**src/rtl/uart_pkg.sv**
```systemverilog
// Shared receive-side definitions: FSM state encoding, oversample constants, word-length mask.
// Latency: n/a (types, constants and a pure function only).
// Backpressure: n/a.
package uart_pkg;

    typedef enum logic [2:0] {
        IDLE   = 3'd0,
        START  = 3'd1,
        DATA   = 3'd2,
        PARITY = 3'd3,
        STOP   = 3'd4,
        LOAD   = 3'd5
    } rx_state_e;

    localparam int OVERSAMPLE = 16;
    localparam int MID_SAMPLE = 7;

    localparam logic [3:0] TICK_LAST = 4'(OVERSAMPLE - 1);
    localparam logic [3:0] TICK_MID  = 4'(MID_SAMPLE);

    // wls 00..11 selects 5..8 data bits; returns the matching low-bit mask.
    function automatic logic [7:0] wls_mask(input logic [1:0] wls);
        return 8'hFF >> (2'd3 - wls);
    endfunction

endpackage

```
**src/rtl/uart_receiver_ctrl_if.sv**
```systemverilog
// Host-side view of the receiver: buffer/status reads and the status bits themselves.
// Latency: n/a (signal bundle only).
// Backpressure: none; rbr_read/lsr_read are one-cycle pulses from the host.
// master = host (issues reads), slave = receiver controller (owns buffer and status).
interface uart_receiver_ctrl_if;
    logic       rbr_read;
    logic       lsr_read;
    logic [7:0] rbr_data;
    logic       data_ready;
    logic       overrun_error;
    logic       parity_error;
    logic       framing_error;
    logic       rx_busy;

    modport master (
        output rbr_read, lsr_read,
        input  rbr_data, data_ready, overrun_error, parity_error, framing_error, rx_busy
    );

    modport slave (
        input  rbr_read, lsr_read,
        output rbr_data, data_ready, overrun_error, parity_error, framing_error, rx_busy
    );
endinterface

```
**src/rtl/uart_rx_parity_check.sv**
```systemverilog
// Expected parity bit for the received word, honouring word length, even/odd and stick parity.
// Latency: combinational.
// Backpressure: n/a.
// Ports: data (assembled word), wls (word length), eps (even select), sp (stick) -> expected.
module uart_rx_parity_check
    import uart_pkg::*;
(
    input  logic [7:0] data,
    input  logic [1:0] wls,
    input  logic       eps,
    input  logic       sp,
    output logic       expected
);
    logic [7:0] masked;

    always_comb begin
        masked = data & wls_mask(wls);
        if (sp) begin
            // stick parity: the bit is a constant, the complement of eps
            expected = ~eps;
        end else if (eps) begin
            expected = ^masked;
        end else begin
            expected = ~^masked;
        end
    end
endmodule

```
**src/rtl/uart_receiver_ctrl.sv**
```systemverilog
// UART receive controller: start detect, mid-bit shift strobes, buffer load and line status.
// Latency: shift strobe is combinational with the tick; data_ready rises 2 cycles after mid-stop sample.
// Backpressure: none; an unread buffer is overwritten and flagged as overrun.
// Ports: pckl/preset; baud_tick, rxd, wls/pen/eps/sp line config; rsr_data/received_parity/
//        frame_error from the shift block; receive_shift_en/error_check to it; host via interface.
module uart_receiver_ctrl
    import uart_pkg::*;
(
    input  logic                       pckl,
    input  logic                       preset,
    input  logic                       baud_tick,
    input  logic                       rxd,
    input  logic [1:0]                 wls,
    input  logic                       pen,
    input  logic                       eps,
    input  logic                       sp,
    input  logic [7:0]                 rsr_data,
    input  logic                       received_parity,
    input  logic                       frame_error,
    output logic                       receive_shift_en,
    output logic                       error_check,
    uart_receiver_ctrl_if.slave        host
);
    rx_state_e  state, state_nxt;
    logic [3:0] tick_cnt, tick_nxt;
    logic [2:0] bit_cnt, bit_nxt;
    logic       shift;
    logic       load;
    logic       par_exp;
    logic [2:0] last_bit;

    // index of the final data bit: word length minus one
    assign last_bit = {1'b0, wls} + 3'd4;

    always_ff @(posedge pckl or posedge preset) begin
        if (preset) begin
            state    <= IDLE;
            tick_cnt <= 4'd0;
            bit_cnt  <= 3'd0;
        end else begin
            state    <= state_nxt;
            tick_cnt <= tick_nxt;
            bit_cnt  <= bit_nxt;
        end
    end

    always_comb begin
        state_nxt = state;
        tick_nxt  = tick_cnt;
        bit_nxt   = bit_cnt;
        shift     = 1'b0;
        case (state)
            IDLE: begin
                if (baud_tick && !rxd) begin
                    state_nxt = START;
                    tick_nxt  = 4'd0;
                end
            end
            START: begin
                if (baud_tick) begin
                    if (tick_cnt == TICK_MID) begin
                        // line back high at mid start bit: glitch, not a frame
                        if (rxd) begin
                            state_nxt = IDLE;
                        end else begin
                            state_nxt = DATA;
                            tick_nxt  = 4'd0;
                            bit_nxt   = 3'd0;
                        end
                    end else begin
                        tick_nxt = tick_cnt + 4'd1;
                    end
                end
            end
            DATA, PARITY, STOP: begin
                if (baud_tick) begin
                    if (tick_cnt == TICK_LAST) begin
                        // counting restarted at mid start bit, so this lands mid-bit
                        shift    = 1'b1;
                        tick_nxt = 4'd0;
                        if (state == DATA) begin
                            bit_nxt = bit_cnt + 3'd1;
                            if (bit_cnt == last_bit) begin
                                state_nxt = pen ? PARITY : STOP;
                            end
                        end else if (state == PARITY) begin
                            state_nxt = STOP;
                        end else begin
                            state_nxt = LOAD;
                        end
                    end else begin
                        tick_nxt = tick_cnt + 4'd1;
                    end
                end
            end
            LOAD: begin
                state_nxt = IDLE;
            end
            default: begin
                state_nxt = IDLE;
            end
        endcase
    end

    assign receive_shift_en = shift;
    assign load             = (state == LOAD);
    assign error_check      = load;
    assign host.rx_busy     = (state != IDLE);

    uart_rx_parity_check u_parity (
        .data     (rsr_data),
        .wls      (wls),
        .eps      (eps),
        .sp       (sp),
        .expected (par_exp)
    );

    // Status bits: a set in LOAD beats a clearing read in the same cycle.
    always_ff @(posedge pckl or posedge preset) begin
        if (preset) begin
            host.rbr_data      <= 8'h00;
            host.data_ready    <= 1'b0;
            host.overrun_error <= 1'b0;
            host.parity_error  <= 1'b0;
            host.framing_error <= 1'b0;
        end else begin
            if (load) begin
                host.rbr_data <= rsr_data;
            end
            host.data_ready    <= load | (host.data_ready & ~host.rbr_read);
            host.overrun_error <= (load & host.data_ready & ~host.rbr_read)
                                | (host.overrun_error & ~host.lsr_read);
            host.parity_error  <= (load & pen & (received_parity != par_exp))
                                | (host.parity_error & ~host.lsr_read);
            host.framing_error <= (load & frame_error)
                                | (host.framing_error & ~host.lsr_read);
        end
    end
endmodule
```
**src/flat_wrapper.sv**
```systemverilog
// flat-port wrapper written by rule: the top's interface ports become plain ports
module uart_receiver_ctrl_flat import uart_pkg::*;
  (pckl, preset, baud_tick, rxd, wls, pen, eps, sp, rsr_data, received_parity, frame_error, receive_shift_en, error_check, host_rbr_read, host_lsr_read, host_rbr_data, host_data_ready, host_overrun_error, host_parity_error, host_framing_error, host_rx_busy);
  uart_receiver_ctrl_if host_i ();
  input  logic pckl;
  input  logic preset;
  input  logic baud_tick;
  input  logic rxd;
  input  logic [1:0] wls;
  input  logic pen;
  input  logic eps;
  input  logic sp;
  input  logic [7:0] rsr_data;
  input  logic received_parity;
  input  logic frame_error;
  output logic receive_shift_en;
  output logic error_check;
  input wire logic [$bits(host_i.rbr_read)-1:0] host_rbr_read;
  input wire logic [$bits(host_i.lsr_read)-1:0] host_lsr_read;
  output wire logic [$bits(host_i.rbr_data)-1:0] host_rbr_data;
  output wire logic [$bits(host_i.data_ready)-1:0] host_data_ready;
  output wire logic [$bits(host_i.overrun_error)-1:0] host_overrun_error;
  output wire logic [$bits(host_i.parity_error)-1:0] host_parity_error;
  output wire logic [$bits(host_i.framing_error)-1:0] host_framing_error;
  output wire logic [$bits(host_i.rx_busy)-1:0] host_rx_busy;
  assign host_i.rbr_read = host_rbr_read;
  assign host_i.lsr_read = host_lsr_read;
  assign host_rbr_data = host_i.rbr_data;
  assign host_data_ready = host_i.data_ready;
  assign host_overrun_error = host_i.overrun_error;
  assign host_parity_error = host_i.parity_error;
  assign host_framing_error = host_i.framing_error;
  assign host_rx_busy = host_i.rx_busy;
  uart_receiver_ctrl u_core (.pckl(pckl), .preset(preset), .baud_tick(baud_tick), .rxd(rxd), .wls(wls), .pen(pen), .eps(eps), .sp(sp), .rsr_data(rsr_data), .received_parity(received_parity), .frame_error(frame_error), .receive_shift_en(receive_shift_en), .error_check(error_check), .host(host_i));
endmodule
```
**config.mk**
```make
export PLATFORM = sky130hd
export DESIGN_NAME = uart_receiver_ctrl_flat
export DESIGN_NICKNAME = d
export VERILOG_FILES = /design/src/rtl/uart_pkg.sv /design/src/rtl/uart_receiver_ctrl_if.sv /design/src/rtl/uart_rx_parity_check.sv /design/src/rtl/uart_receiver_ctrl.sv /design/src/flat_wrapper.sv
export SDC_FILE = /design/constraint.sdc
export NUM_CORES = 1
export LEC_CHECK = 0
export BUFFER_PORTS_ARGS = -buffer_cell sky130_fd_sc_hd__buf_4
export CAP_MARGIN = 40
export CORE_ASPECT_RATIO = 0.6
export CORE_MARGIN = 10
export CORE_UTILIZATION = 56
export CTS_BUF_LIST = sky130_fd_sc_hd__clkbuf_4 sky130_fd_sc_hd__clkbuf_8 sky130_fd_sc_hd__clkbuf_16
export DETAILED_ROUTE_END_ITERATION = 8
export GPL_ROUTABILITY_DRIVEN = 0
export GPL_TIMING_DRIVEN = 0
export PLACE_DENSITY = 0.84
export REMOVE_ABC_BUFFERS = 1
export SLEW_MARGIN = 25
export SYNTH_ARGS = -nofsm -noshare
export SYNTH_HDL_FRONTEND = slang
export SYNTH_HIERARCHICAL = 1
export SYNTH_SLANG_ARGS = --single-unit
export TNS_END_PERCENT = 20
```
**constraint.sdc**
```tcl
create_clock -name pckl -period 2.9 [get_ports pckl]
set_input_delay 0.29 -clock pckl [delete_from_list [all_inputs] [get_ports pckl]]
set_output_delay 0.29 -clock pckl [all_outputs]
set_load 0.02 [all_outputs]
```
==> out/metrics.csv, run 1 <==
metric,value,unit
sequential share of the synthesized area,0.401,
RSZ-0062 raised after global routing,no,
Ports,36,
switching share of power,0.391,
Slew headroom,0.630,
most frequent cells in the layout,"35 x buf_4, 22 x dfrtp_1, 10 x inv_1, 8 x nand2_1, 8 x mux2_1",
I/O Buffers,35,
CTS Buf Count,3,
worst skew pair latency,0.26,ns
DRC Markers,0,
Placed Cells incl. Taps,185,
htree depth,1,
GRT Total Usage,0.132,
Leak,0.828,nW
clk root buf,clkbuf_8,
placed cell areas,1650,sq um
DR pass1 iterations,4,
minimum hold slack,-0.00751,ns
layout cells sized above 1,0.363,
Max Transition Viols Final,0,
Fin. Hold Viols,8,
Unique masters post-synth,45,
Post-Syn Instances,124,
DRT antenna net count,0,
crit path cell chain,nand3_1 > inv_1 > buf_4,
crit path time final,2.24,ns
fmax,0.446,GHz
Initial Util,0.611,
Reg-to-Reg Start,u_core/state[2],
Via Count,1095,
Sequential Power Share,0.363,
Critical Path RT,2.61,ns
critical path's top delay family,flip-flops,
number of global-route vias before repair,1104,
vias per inst,5.76,
Crit Path Class,flip-flop to output pin,
row count,13,
Hold Path Class,primary input to async pin,
fill count,158,
top-area cell type share of the netlist area,0.401,
P_int,0.958,mW
total of max-cap violations,0,
synthesis-to-finish area growth,26.3,%
worst setup margin,0.660,ns
total grt overflow,0,
"CTS clk-pin slew, worst paths",0.08,ns
#FFs+latches synth,22,
worst-case reg-to-reg path depth,4,
TritonCTS clock tree,built,
Place WS,0.795,ns
full die area,4890,sq um
"Slowest-stage cell, CP",dfrtp_1,
WP depth,3,
"Hold-fix buffers, CTS",0,
P_sw,0.616,mW
pin count of the biggest net entering global routing,23,
first-pass GRT wire length,5310,microns
Post-Syn Area,1370,sq um
Yosys Warn Count,6,
fin area,1730,sq um
"area leader, netlist",dfrtp_1,
Multi-input gate area,757,sq um
width of the die,83.9,microns
syn_area_per_cell,11.1,sq um
Startpoint Class,flip-flop,
clock sinks,22,
Nets,184,
Non-Filler Instances,190,
DP HPWL,2660,microns
part of the power in the clock network,0.181,
Max clock buf depth,2,
Register Area,551,sq um
status,finished with violations,
die height,58.3,microns
crit-path max FO,13,
WL/cell,17.9,microns
Worst Skew,0.00431,ns
Critical Path End Type,output pin,
TNS Setup,0,ns
pwr/cell area,909,nW/um^2
Worst path max stage delay,0.68,ns
DRT iter0 DRCs,45,
logic gate share of total power,0.456,
FF-to-FF End,u_core/state[2],
final setup violation count,0,
part of the cycle the worst path needs,0.772,
Worst Path Buf+Inv,2,
synth top area cells,"dfrtp_1 40%, mux2_1 6.6%, mux2_4 3.3%",
ant diodes,0,
post-CTS setup buffers,0,
post-CTS resize count,0,
crit path DAT,1.95,ns
core area,2240,sq um
failing checks,hold timing,
initial antenna violation count,0,
Total Wirelength,3400,microns
"most common cell after layout, fill and taps aside",buf_4,
"reg-to-reg slack, setup",1.04,ns
VDD IR max,0.494,mV
Worst-Margin Slew,0.553,ns
power by group through the flow:
stage | registers, mW | logic [mW] | clock network (mW)
finish | 0.572 | 0.717 | 0.285
detailed placement | 0.576 | 0.719 | 0
global placement | 0.564 | 0.686 | 0
floorplan | 0.621 | 0.413 | 0
global route | 0.586 | 0.783 | 0.304
CTS | 0.569 | 0.720 | 0.291
kinds of logic (layout without fill, tap and decap cells):
group	after synthesis	in the layout	share of synthesized area
mux	14	14	0.120
buf+inv	14	50	0.0465
fa+ha+maj	2	2	0.0182
compound gates	28	28	0.200
flops	22	22	0.401
xor+xnor	8	8	0.0666
simple gates	36	36	0.147
layout make-up:
| class | count | share of cell area |
|---|---|---|
| clock inverters | 1 | 0.0173 |
| clock buffers | 3 | 0.0238 |
| repair buffers | 36 | 0.160 |
| well taps | 30 | 0.0217 |
| inverters | 10 | 0.0217 |
| flip-flops and latches | 22 | 0.318 |
| multi-input cells | 88 | 0.437 |
metrics by stage:
step                       util  total power, mW
after floorplan               -             1.03
after global placement    0.733             1.25
after detailed placement  0.733             1.29
after CTS                 0.765             1.58
after global routing      0.771             1.67
final                     0.771             1.57
metal layers:
metal  wire [microns]  vias up  track usage
met5                0        -            0
met2             1680       28        0.230
met3              201        0       0.0440
li1                 -      524            -
met4                0        0       0.0285
met1             1510      543        0.157
cells in the mapped netlist, drive strengths merged:
cell and number:
or2 2, nand2b 1, nor2b 5, xor2 3, a41oi 1, nand4 1, inv 10, xnor2 4
o21a 1, nor3b 1, nor2 5, o211ai 2, o2111ai 1, nor3 1, a21boi 1, or3 1
and4 1, o221ai 1, mux2i 3, nand3b 1, mux2 11, dfrtp 22, o21ai 5, a21oi 4
a32o 1, o2bb2ai 2, a22o 3, and2 3, or3b 1, xnor3 1, o221a 1, buf 4
o311ai 1, nand2 8, o41ai 2, a21bo 1, a2111oi 1, ha 2, nand3 5
worst max-delay path by stage:
stage	startpoint	to	slack, ns
4_1_cts	u_core/state[2]	error_check	0.69
6_report	u_core/state[2]	error_check	0.66
2_1_floorplan	rsr_data[2]	u_core/host.parity_error	0.99
3_5_place_dp	rsr_data[2]	u_core/host.parity_error	0.80
5_1_grt	u_core/state[2]	error_check	0.52
3_3_place_gp	rsr_data[2]	u_core/host.parity_error	0.82
sequential cells by signal, summed over array words and instances (netlist names):
| signal | cells |
|---|---|
| u_core/bit_cnt | 3 |
| u_core/host.data_ready | 1 |
| u_core/host.framing_error | 1 |
| u_core/host.overrun_error | 1 |
| u_core/host.parity_error | 1 |
| u_core/host.rbr_data | 8 |
| u_core/state | 3 |
| u_core/tick_cnt | 4 |
(Power assumes the default switching activity.)
==> run 2, diff against run 1 <==
ABC_AREA = 1   (was not set)
CORE_UTILIZATION = 52   (was 56)
PLACE_DENSITY = 0.78   (was 0.84)
clock period = 2.2 ns   (was 2.9 ns; I/O delays follow)
==> run 2 against run 1 <==
Net effect: the flow now finishes without violations; clock-buffer cell count rose by 1; sequential share of layout area shrank 1.4 points; wire length increased by 0.50%; synthesized area grew 3.9%; largest cell class unchanged; non-clock buffer count increased by 2; first-iteration DRC count increased by 47%; synthesized cell count rose by 70%; core utilization is 6.3 points lower; total power grew 29%; register-to-register slack worse by 0.43 ns.
==> out/metrics.csv, run 2 <==
metric,value,unit,change
status,completed,,was finished with violations
hold_sp,host_lsr_read,,
Fin. Hold Viols,0,,was 8
pin count of the biggest net entering global routing,23,,unchanged
Yosys Warn Count,6,,unchanged
post-CTS setup buffers,0,,unchanged
Startpoint Class,flip-flop,,unchanged
Largest Register,u_core/host.rbr_data,,unchanged
CTS Buf Count,3,,unchanged
Critical Path Start,u_core/tick_cnt[0],,was u_core/state[2]
fmax,0.602,GHz,
initial antenna violation count,0,,unchanged
Worst-Margin Slew,0.241,ns,was 0.553 ns
clk root buf,clkbuf_8,,unchanged
total of max-cap violations,0,,unchanged
Worst Skew,0.00476,ns,was 0.00431 ns
TNS Setup,0,ns,unchanged
TritonCTS clock tree,built,,unchanged
sequential share of the synthesized area,0.386,,was 0.401
Slew headroom,0.839,,was 0.630
Critical Path End Type,output pin,,unchanged
top-area cell type share of the netlist area,0.386,,was 0.401
"CTS clk-pin slew, worst paths",0.08,ns,about the same
die height,60.6,microns,was 58.3 microns
Synth async-reset ratio,1.00,,unchanged
Worst path max stage delay,0.42,ns,was 0.68 ns
crit-path max FO,5,,was 13
Largest regs,"u_core/host.rbr_data (8), u_core/tick_cnt (4)",,unchanged
ant diodes,0,,unchanged
crit path DAT,1.44,ns,was 1.95 ns
synth top area cells,"dfrtp_1 39%, nand2_1 22%, inv_1 8.7%",,"was dfrtp_1 40%, mux2_1 6.6%, mux2_4 3.3%"
Total Wirelength,3410,microns,was 3400 microns
DR pass1 iterations,4,,unchanged
switching share of power,0.455,,was 0.391
part of the power in the clock network,0.138,,was 0.181
DRC Markers,0,,unchanged
top-count cell post-synth,nand2_1,,was dfrtp_1
worst skew pair latency,0.26,ns,about the same
pwr/cell area,1120,nW/um^2,was 909 nW/um^2
"EDFF count, synth",0,,unchanged
worst setup margin,0.538,ns,was 0.660 ns
GRT Total Usage,0.126,,was 0.132
vias per inst,4.86,,was 5.76
P_int,1.10,mW,was 0.958 mW
Post-Syn Area,1430,sq um,was 1370 sq um
synthesis-to-finish area growth,27.2,%,was 26.3%
fill count,232,,was 158
most common flop cell mapped by yosys,dfrtp_1,,unchanged
DRT antenna net count,0,,unchanged
Post-Syn Instances,211,,was 124
"Slowest-stage cell, CP",dfrtp_1,,unchanged
DP HPWL,2740,microns,was 2660 microns
Unique masters post-synth,24,,was 45
first-pass GRT wire length,5510,microns,was 5310 microns
Reg-to-Reg Start,u_core/tick_cnt[0],,was u_core/state[2]
part of the cycle the worst path needs,0.755,,
layout cells sized above 1,0.238,,was 0.363
max reg flops,8,,unchanged
Hold Path Class,primary input to flip-flop,,was primary input to async pin
total grt overflow,0,,unchanged
Ports,36,,unchanged
core area,2560,sq um,was 2240 sq um
final setup violation count,0,,unchanged
htree depth,1,,unchanged
Leak,1.04,nW,was 0.828 nW
"area leader, netlist",dfrtp_1,,unchanged
"most common cell after layout, fill and taps aside",nand2_1,,was buf_4
syn_area_per_cell,6.75,sq um,was 11.1 sq um
clock sinks,22,,unchanged
P_sw,0.923,mW,was 0.616 mW
row count,14,,was 13
Initial Util,0.557,,was 0.611
crit path time final,1.66,ns,
most frequent cells in the layout,"84 x nand2_1, 36 x buf_4, 33 x inv_1, 22 x dfrtp_1, 18 x nand3_1",,"was 35 x buf_4, 22 x dfrtp_1, 10 x inv_1, 8 x nand2_1, 8 x mux2_1"
DRT iter0 DRCs,66,,was 45
Max Transition Viols Final,0,,unchanged
minimum hold slack,0.145,ns,was -0.00751 ns
Via Count,1379,,was 1095
I/O Buffers,35,,unchanged
Max clock buf depth,2,,unchanged
Synth top cells by count,"84 x nand2_1, 33 x inv_1, 22 x dfrtp_1, 18 x nand3_1, 10 x nor2_1",,"was 22 x dfrtp_1, 10 x inv_1, 8 x mux2_1, 8 x nand2_1"
Nets,276,,was 184
WL/cell,12.0,microns,was 17.9 microns
Critical Path RT,1.98,ns,was 2.61 ns
Worst Path Buf+Inv,1,,was 2
VDD IR max,0.736,mV,was 0.494 mV
crit path cell chain,ha_1 > nand3_1 > nor3_1 > buf_4,,was nand3_1 > inv_1 > buf_4
logic gate share of total power,0.541,,was 0.456
Place WS,0.432,ns,was 0.795 ns
full die area,5300,sq um,was 4890 sq um
critical path's top delay family,flip-flops,,unchanged
number of global-route vias before repair,1215,,was 1104
Sequential Power Share,0.322,,was 0.363
RSZ-0062 raised after global routing,no,,unchanged
#FFs+latches synth,22,,unchanged
Crit Path Class,flip-flop to output pin,,unchanged
width of the die,87.6,microns,was 83.9 microns
run 2: cell types whose count changed in the layout (fill, tap and decap cells not counted), sizes merged, moves of 3 or more:
cell and change:
nand3 +17, inv +26, nor2b -5, mux2 -11, a22o -3, nand4 +4, mux2i -3, nor2 +8
nand2 +82
run 2: path summary, 6_finish.rpt:
kind | depth (start not counted) | slack [ns] | to
max | 4 | 0.54 | receive_shift_en
min | 2 | 0.15 | u_core/host.framing_error
max reg2reg | 8 | 0.61 | u_core/state[0]
min reg2reg | 2 | 0.48 | u_core/host.rbr_data[3]
max in group asynchronous | 4 | 1.39 | u_core/tick_cnt[1]
min in group asynchronous | 3 | 0.42 | u_core/state[2]
run 2: area by class of cell:
type,instances,area [sq um],area share
Multi-Input combinational cell,152,737,0.406
Sequential cell,22,551,0.304
Timing Repair Buffer,38,295,0.163
Inverter,36,135,0.0745
Clock buffer,4,55.1,0.0304
Tap cell,32,40.0,0.0221
run 2: through the flow:
step	util	total power [mW]	instance area, sq um	cells
global placement	0.673	1.72	1720	277
detailed placement	0.675	1.75	1730	277
global route	0.709	2.21	1810	284
CTS	0.696	2.03	1780	281
finish	0.709	2.03	1810	284
floorplan	-	1.38	1420	210
run 2: cell families after synthesis:
logic type | count (synthesis) | share of synthesized area
XOR/XNOR | 5 | 0.0307
buffers and inverters | 37 | 0.100
flip-flops | 22 | 0.386
AO/OA/AOI/OAI | 11 | 0.0421
adder cells (fa/ha/maj) | 2 | 0.0176
AND/OR/NAND/NOR | 134 | 0.423
run 2: power by group through the flow:
stage / clock [mW] / sequential [mW] / combinational (mW)
after floorplan: 0 / 0.744 / 0.640
after global placement: 0 / 0.652 / 1.06
after detailed placement: 0 / 0.657 / 1.09
after CTS: 0.288 / 0.650 / 1.09
after global routing: 0.307 / 0.668 / 1.23
final: 0.279 / 0.652 / 1.10
run 2: per-layer routing:
| metal | up-vias | part of all wire | track usage | wire length (microns) |
|---|---|---|---|---|
| met2 | 28 | 0.42 | 0.183 | 1420 |
| met4 | 0 | 0.0021 | 0.00905 | 7 |
| met3 | 2 | 0.064 | 0.0575 | 219 |
| li1 | 733 | - | - | - |
| met1 | 616 | 0.52 | 0.174 | 1770 |
| met5 | - | 0 | 0 | 0 |
run 2: repair_timing:
item	CTS	global route
resized for setup	0	0
hold endpoints to repair	0	4
hold buffers	0	1
